File: src/rtl/alert_uart_tx.sv
// Alert link transmitter: sends {seq, hb, final, cam, fft} framed behind a sync byte as 8N1 UART.
// Optional ALERT_TX_CHECKSUM_EN appends byte2 = byte0 ^ byte1 to every frame.
module alert_uart_tx #(
  parameter int          CLKS_PER_BIT     = 434,
  parameter int          HEARTBEAT_CYCLES = 50000000,
  parameter logic [7:0]  SYNC_BYTE        = 8'hA5
) (
  input  logic       clk,
  input  logic       reset,
  input  logic       fft_flag_in,
  input  logic       cam_flag_in,
  input  logic       final_alert_in,
  output logic       tx_out,
  output logic       busy,
  output logic       frame_done,
  output logic [3:0] seq_out,
  output logic [1:0] dbg_state_o
);

  localparam int CNT_W = (CLKS_PER_BIT > 1) ? $clog2(CLKS_PER_BIT) : 1;
  localparam int HB_W  = (HEARTBEAT_CYCLES > 1) ? $clog2(HEARTBEAT_CYCLES) : 1;
  localparam logic [CNT_W-1:0] BIT_LAST = CNT_W'(CLKS_PER_BIT - 1);
  localparam logic [HB_W-1:0]  HB_LAST  = HB_W'(HEARTBEAT_CYCLES - 1);
`ifdef ALERT_TX_CHECKSUM_EN
  localparam logic [1:0] LAST_BYTE = 2'd2;
`else
  localparam logic [1:0] LAST_BYTE = 2'd1;
`endif

  typedef enum logic [1:0] {IDLE, START, DATA, STOP} state_t;

  state_t           state_q;
  logic [CNT_W-1:0] bit_cnt_q;
  logic [2:0]       bit_idx_q;
  logic [1:0]       byte_idx_q;
  logic [7:0]       shift_q;
  logic [3:0]       flags_q;
  logic [3:0]       seq_q;
  logic [2:0]       last_sent_q;
  logic [HB_W-1:0]  hb_cnt_q, hb_cnt_d;
  logic             hb_pending_q, hb_pending_d;
  logic             tx_q, busy_q, done_q;

  logic [2:0] status;
  logic       status_changed;
  logic       trigger;
  logic [7:0] byte1;
  logic [7:0] next_byte;

  always_comb begin
    status         = {final_alert_in, cam_flag_in, fft_flag_in};
    status_changed = (status != last_sent_q);
    trigger        = (state_q == IDLE) && (status_changed || hb_pending_q);
    byte1          = {seq_q, flags_q};
    // next_byte is the byte that follows the one currently on the line
    next_byte      = byte1;
`ifdef ALERT_TX_CHECKSUM_EN
    if (byte_idx_q == 2'd1) next_byte = SYNC_BYTE ^ byte1;
`endif
    hb_cnt_d     = hb_cnt_q + 1'b1;
    hb_pending_d = hb_pending_q;
    if (trigger) begin
      hb_cnt_d     = '0;
      hb_pending_d = 1'b0;
    end else if (hb_cnt_q == HB_LAST) begin
      hb_cnt_d     = '0;
      hb_pending_d = 1'b1;
    end
  end

  always_ff @(posedge clk) begin
    if (reset) begin
      state_q      <= IDLE;
      bit_cnt_q    <= '0;
      bit_idx_q    <= '0;
      byte_idx_q   <= '0;
      shift_q      <= '0;
      flags_q      <= '0;
      seq_q        <= '0;
      last_sent_q  <= '0;
      hb_cnt_q     <= '0;
      hb_pending_q <= 1'b0;
      tx_q         <= 1'b1;
      busy_q       <= 1'b0;
      done_q       <= 1'b0;
    end else begin
      hb_cnt_q     <= hb_cnt_d;
      hb_pending_q <= hb_pending_d;
      done_q       <= 1'b0;
      case (state_q)
        IDLE: begin
          tx_q   <= 1'b1;
          busy_q <= 1'b0;
          if (trigger) begin
            // hb flag only when nothing but the heartbeat asked for this frame
            flags_q     <= {hb_pending_q & ~status_changed, status};
            last_sent_q <= status;
            shift_q     <= SYNC_BYTE;
            byte_idx_q  <= '0;
            bit_cnt_q   <= '0;
            tx_q        <= 1'b0;
            busy_q      <= 1'b1;
            state_q     <= START;
          end
        end
        START: begin
          if (bit_cnt_q == BIT_LAST) begin
            bit_cnt_q <= '0;
            bit_idx_q <= '0;
            tx_q      <= shift_q[0];
            state_q   <= DATA;
          end else begin
            bit_cnt_q <= bit_cnt_q + 1'b1;
          end
        end
        DATA: begin
          if (bit_cnt_q == BIT_LAST) begin
            bit_cnt_q <= '0;
            if (bit_idx_q == 3'd7) begin
              tx_q    <= 1'b1;
              state_q <= STOP;
            end else begin
              bit_idx_q <= bit_idx_q + 1'b1;
              shift_q   <= {1'b0, shift_q[7:1]};
              tx_q      <= shift_q[1];
            end
          end else begin
            bit_cnt_q <= bit_cnt_q + 1'b1;
          end
        end
        STOP: begin
          if (bit_cnt_q == BIT_LAST) begin
            bit_cnt_q <= '0;
            if (byte_idx_q == LAST_BYTE) begin
              tx_q    <= 1'b1;
              busy_q  <= 1'b0;
              done_q  <= 1'b1;
              seq_q   <= seq_q + 1'b1;
              state_q <= IDLE;
            end else begin
              byte_idx_q <= byte_idx_q + 1'b1;
              shift_q    <= next_byte;
              tx_q       <= 1'b0;
              state_q    <= START;
            end
          end else begin
            bit_cnt_q <= bit_cnt_q + 1'b1;
          end
        end
        default: state_q <= IDLE;
      endcase
    end
  end

  assign tx_out      = tx_q;
  assign busy        = busy_q;
  assign frame_done  = done_q;
  assign seq_out     = seq_q;
  assign dbg_state_o = state_q;

endmodule
File: config.mk
export PLATFORM = sky130hd
export DESIGN_NAME = alert_uart_tx
export DESIGN_NICKNAME = d
export VERILOG_FILES = /design/src/rtl/alert_uart_tx.sv
export SDC_FILE = /design/constraint.sdc
export NUM_CORES = 1
export LEC_CHECK = 0
export BUFFER_PORTS_ARGS = -buffer_cell sky130_fd_sc_hd__buf_2
export CORE_MARGIN = 5
export CORE_UTILIZATION = 40
export DETAILED_ROUTE_END_ITERATION = 8
export REMOVE_ABC_BUFFERS = 1
export SLEW_MARGIN = 10
export SYNTH_ARGS = -nofsm -noshare
export SYNTH_HDL_FRONTEND = slang
export SYNTH_SLANG_ARGS = --single-unit
export TNS_END_PERCENT = 30
File: constraint.sdc
create_clock -name clk -period 2.1 [get_ports clk]
set_clock_uncertainty 0.1 [all_clocks]
set_input_delay 0.42 -clock clk [delete_from_list [all_inputs] [get_ports clk]]
set_output_delay 0.42 -clock clk [all_outputs]
set_load 0.01 [all_outputs]
Yosys cells after proc, flatten, opt, wreduce, memory -nomap -nowiden
Cells that the tools add are included.

storage, ports and cells
  RAM bits = 0
  memories = 0
  bits in read-only memories = 0
  flip-flop bits (word level) = 65
  output and inout bits = 9
  logic and storage cells = 91
  latch bits = 0
  input bits = 5

operators by class
  shift-type cells = 0
  div/mod/pow operators = 0
  magnitude comparators = 0
  $add $sub $neg = 5
  reduce and logical (&&, ||, !) cells = 18
  $mul = 0
  multiplexer cells = 35
  equality and inequality tests = 16
  bitwise logic cells = 4

operators by type and width
  cell                                                 number
  2-to-1 mux 8 bit                                     5
  adder 26 x 1 -> 26 bit, second input constant        1
  equality test 26 bit, second input constant          1
  case mux 8 bit (3 select lines)                      1
  2-to-1 mux 9 bit                                     2
  case mux 9 bit (2 select lines)                      1
  2-to-1 mux 2 bit                                     8
  inequality test 2 bit, second input constant         8
  2-to-1 mux 1 bit                                     10
  adder 9 x 1 -> 9 bit, second input constant          1
  equality test 9 bit, second input constant           1
  2-to-1 mux 3 bit                                     3
  AND reduction 3 bit                                  3
  OR reduction 3 bit                                   3
  case mux 2 bit (4 select lines)                      1
  AND reduction 4 bit                                  2
  case mux 3 bit (2 select lines)                      1
  AND reduction 6 bit                                  1
  AND reduction 5 bit                                  1
  adder 4 x 1 -> 4 bit, second input constant          1
  equality test 2 x 1 -> 1 bit, second input constant  2
  equality test 2 bit, second input constant           2
  case mux 1 bit (4 select lines)                      1
  case mux 2 bit (2 select lines)                      1
  other kinds (14)                                     17

Logic depth before layout (Yosys ltp)
  word-level depth = 5
  mapped depth = 8
  gate-level depth less buffers = 6

Worst setup path after synthesis
No wires, ideal clock.

  path kind = register to register
  start = reg hb_cnt_q[0]
  end = reg hb_cnt_q[12]
  period minus slack after synthesis = 2.112 ns
  setup slack = -0.012 ns
  stages on the path, launching flop included = 8
  setup time = 0.132 ns
  path buffers = 2
  data required time = 1.868 ns
  arrival time = 1.880 ns
  cells stage by stage = dfxtp_1 > ha_1 > and4_1 > clkbuf_1 > nand2_1 > nor4_4 > clkbuf_1 > nor3_1

on the way
  word-level cells in the longest chain between the ends = 2
  elaborated cells between the ends (all ways) = 3
  classes of those cells = add/sub: 1; eq/ne: 1; reduce/logical: 1

ends and longest elaborated chain
  what                                                                            line  text
  start, declared                                                                 40    logic [HB_W-1:0] hb_cnt_q, hb_cnt_d;
  start signal, assigned                                                          87    hb_cnt_q <= hb_cnt_d;
  parallel branches: the longest is 2 deep, another holds adder 26 x 1 -> 26 bit  n/a

Several ways; the timed one is not identified.
A chain may end at the register's enable or synchronous reset.

Worst setup path in the final report
  start = reg hb_cnt_q[15]
  end = reg hb_cnt_q[25]

The elaborated chain is that of the path after synthesis.

==> reports/metrics.yaml <==
run_status:
  status: "completed"
layout:
  multi_input_area_sq_um: 1830
  diodes: 0
  seqCellArea_sq_um: 1240
  area_growth_pct: 19.4
  final_area_sq_um: 3830
  utilization: 0.494
  n_fill_cell: 737
  nets: 433
  drive_above_1_share: 0.196
  final_cells: 521
cts:
  cts_tree: "built"
  cts.sinks: 62
  cts_buffer_depth: 2
  htree_levels: 3
  cts_setup_buffers: 0
  cts_buffers: 9
  insertion_delay_ns: 0.34
  root_buffer: "clkbuf_8"
  ctsHoldBuffers: 0
  clkSlewWorstSetupHoldPaths_ns: 0.06
global_route:
  grt_pass1_vias: 2736
  grt_pass1_wl_um: 12800
  antenna_found_initial: 0
  track_usage: 0.159
  grt_overflow: 0
  grt_max_degree: 28
routing:
  wl_um: 7310
  drcViolationCount: 0
  drt-vias-per-instance: 5.61
  wl_per_cell_um: 14.0
  drt-initial-drc-count: 83
  vias: 2921
  first_pass_iters: 4
  ant_nets: 0
timing:
  holdWs_ns: 0.274
  period_share: 0.960
  period_needed_ns: 2.02
  rsz0062_at_grt: "false"
  hold_violations: 0
  worst_pin_slew_ns: 0.490
  fmax_mhz: 496
  finalSetupViolCount: 0
  drv_slew: 0
  slew_headroom: 0.671
floorplanning:
  start_util: 0.413
  die_w_um: 99.6
  core_area_sq_um: 7770
  die-area_sq_um: 9920
  rows: 32
  ioPinCount: 14
  die_h_um: 99.6
worst_setup_path:
  worstPathRequired_ns: 2.26
  reg2reg_to: "hb_cnt_q[25]"
  cpMostUsedCell: "or4_1"
  crit_arrival_ns: 2.17
  worst-r2r-cell-count: 5
  crit_fanout: 7
  critPathKind: "reg2reg"
  slowest_delay_ns: 0.55
  cp-end-kind: "register"
  startpoint_type: "register"
  crit_path_top_delay_cell: "or4_1"
  worstPathCellList: "nand4_2, buf_4, or4_1, or4_1, a211oi_1"
  r2r_slack_ns: 0.08
  r2r_start: "hb_cnt_q[15]"
power:
  p_per_area_nw_per_um2: 944
  seqPwrFrac: 0.389
  pwr-share-comb: 0.353
  peakVddDrop_mv: 0.372
  finalPower_uw: 3620
  swShare: 0.340
  intPower_uw: 2390
  p_sw_uw: 1230
  p_leak_uw: 0.00136
  pwr-share-clk: 0.258
yosys:
  postSynthRegisterBits: 62
  synth_ff_type: "dfxtp_1"
  synth_warnings: 0
  async_flop_share: 0
  netlist_area_sq_um: 3210
  synth-edff-count: 0
  synth.distinct_cells: 51
  yosysSeqAreaShare: 0.387
  syn_inst: 371
  synth_area_per_cell_sq_um: 8.65
place:
  place_inst: 507
  gp_congestion: 0.795
  place_area_sq_um: 3650
  dp_hpwl_um: 5380
  portBuffers: 13
job:
  cap_viol_max_count: 0
worst_hold_path:
  hold_path_depth: 3
  min_from: "final_alert_in"
  min_path_type: "in2reg"
  holdPathEnd: "flags_q[2]"
==> routing by layer <==
metal / GRT usage / wire, um / share of wire
met1: 0.208 / 3530 / 0.48
met5: 0 / 0 / 0
met4: 0.0651 / 157 / 0.021
met3: 0.0400 / 253 / 0.035
met2: 0.251 / 3370 / 0.46
==> cells in the mapped netlist (3+ instances only) <==
master    instances  area share
clkbuf_1         19       0.022
nor4_1            9       0.018
o31ai_1          12       0.028
a31oi_1           6       0.012
a22oi_1           3      0.0070
a221oi_1          4       0.011
nand2_1          19       0.022
and4_1            4       0.011
a21oi_1          18       0.028
or4_1            13       0.030
inv_1            14       0.016
dfxtp_1          62        0.39
nand3_1          20       0.031
nand4_1          10       0.019
nor3_1           23       0.036
ha_1             12       0.047
nand2b_1          7       0.014
a211oi_1         16       0.037
xnor2_1          12       0.033
mux2i_1           5       0.016
o21ai_0          12       0.019
or4b_1            3      0.0094
or3_1             7       0.014
xor2_1           10       0.027
nor2_1           17       0.020
==> per-stage QoR <==
step           setup slack [ns]  TNS, ns
5_1_grt                 0.00483        0
4_1_cts                  0.0447        0
2_1_floorplan            -0.133    -2.50
6_report                 0.0838        0
3_3_place_gp             0.0976        0
3_5_place_dp             0.0468        0
==> layout by cell type, fill, tap and decap left out, types with 3 or more instances in the layout <==
| cell | synthesis | layout |
|---|---|---|
| a211oi_1 | 16 | 15 |
| a21oi_1 | 18 | 18 |
| a221oi_1 | 4 | 4 |
| a22oi_1 | 3 | 3 |
| a31oi_1 | 6 | 6 |
| and4_1 | 4 | 4 |
| buf_2 | 2 | 13 |
| buf_4 | 0 | 43 |
| clkbuf_8 | 0 | 12 |
| dfxtp_1 | 62 | 62 |
| ha_1 | 12 | 12 |
| inv_1 | 14 | 14 |
| mux2i_1 | 5 | 5 |
| nand2_1 | 19 | 18 |
| nand2b_1 | 7 | 7 |
| nand3_1 | 20 | 20 |
| nand4_1 | 10 | 10 |
| nor2_1 | 17 | 17 |
| nor3_1 | 23 | 23 |
| nor4_1 | 9 | 9 |
| o21ai_0 | 12 | 12 |
| o31ai_1 | 12 | 12 |
| or3_1 | 7 | 7 |
| or4_1 | 13 | 12 |
| or4b_1 | 3 | 3 |
| xnor2_1 | 12 | 12 |
| xor2_1 | 10 | 10 |
==> power groups by stage <==
stage	sequential (uW)	clock, uW	combinational, uW
after global placement	1430	0	1260
after detailed placement	1430	0	1270
after global routing	1420	1010	1440
final	1410	933	1280
after floorplan	1440	0	786
after CTS	1410	968	1280
==> how the worst max path moves through the flow <==
stage                        start            to  slack (ns)
floorplan           dbg_state_o[0]  bit_cnt_q[1]       -0.13
global placement      hb_cnt_q[15]  hb_cnt_q[24]         0.1
detailed placement    hb_cnt_q[15]  hb_cnt_q[23]        0.05
CTS                   hb_cnt_q[15]  hb_cnt_q[21]        0.04
global route          bit_cnt_q[7]    shift_q[7]       0.005
finish                hb_cnt_q[15]  hb_cnt_q[25]        0.08
==> registers in the layout (all words and copies together) (netlist names) <==
name / cells
hb_cnt_q: 26
bit_cnt_q: 9
shift_q: 8
flags_q: 4
seq_out: 4
bit_idx_q: 3
byte_idx_q: 2
dbg_state_o: 2
busy: 1
frame_done: 1
hb_pending_q: 1
tx_out: 1
==> logic make-up after synthesis <==
| logic type | share of synthesized area |
|---|---|
| AND/OR/NAND/NOR | 0.263 |
| buffers and inverters | 0.0464 |
| XOR/XNOR | 0.0600 |
| AO/OA/AOI/OAI | 0.181 |
| flip-flops | 0.387 |
| adder cells (fa/ha/maj) | 0.0468 |
| multiplexers | 0.0156 |
==> timing repair <==
action	in CTS	in global routing
endpoints found under the hold margin	0	0
endpoints found under the setup margin	0	7
resized for setup	0	3
==> critical path: cells and delay by family, from the launching register on <==
kind / cells / cell delay [ns]
flip-flops: 1 / 0.37
AND/OR/NAND/NOR: 3 / 1.08
buffers and inverters: 1 / 0.17
AO/OA/AOI/OAI: 1 / 0.22
==> area by class of cell <==
cell class | instances | share of cell area
Clock buffer | 13 | 0.0440
Clock inverter | 1 | 0.00131
Inverter | 14 | 0.0137
Multi-Input combinational cell | 272 | 0.478
Sequential cell | 62 | 0.324
Tap cell | 102 | 0.0333
Timing Repair Buffer | 57 | 0.106
No activity file was read; power rests on OpenSTA's default activity.
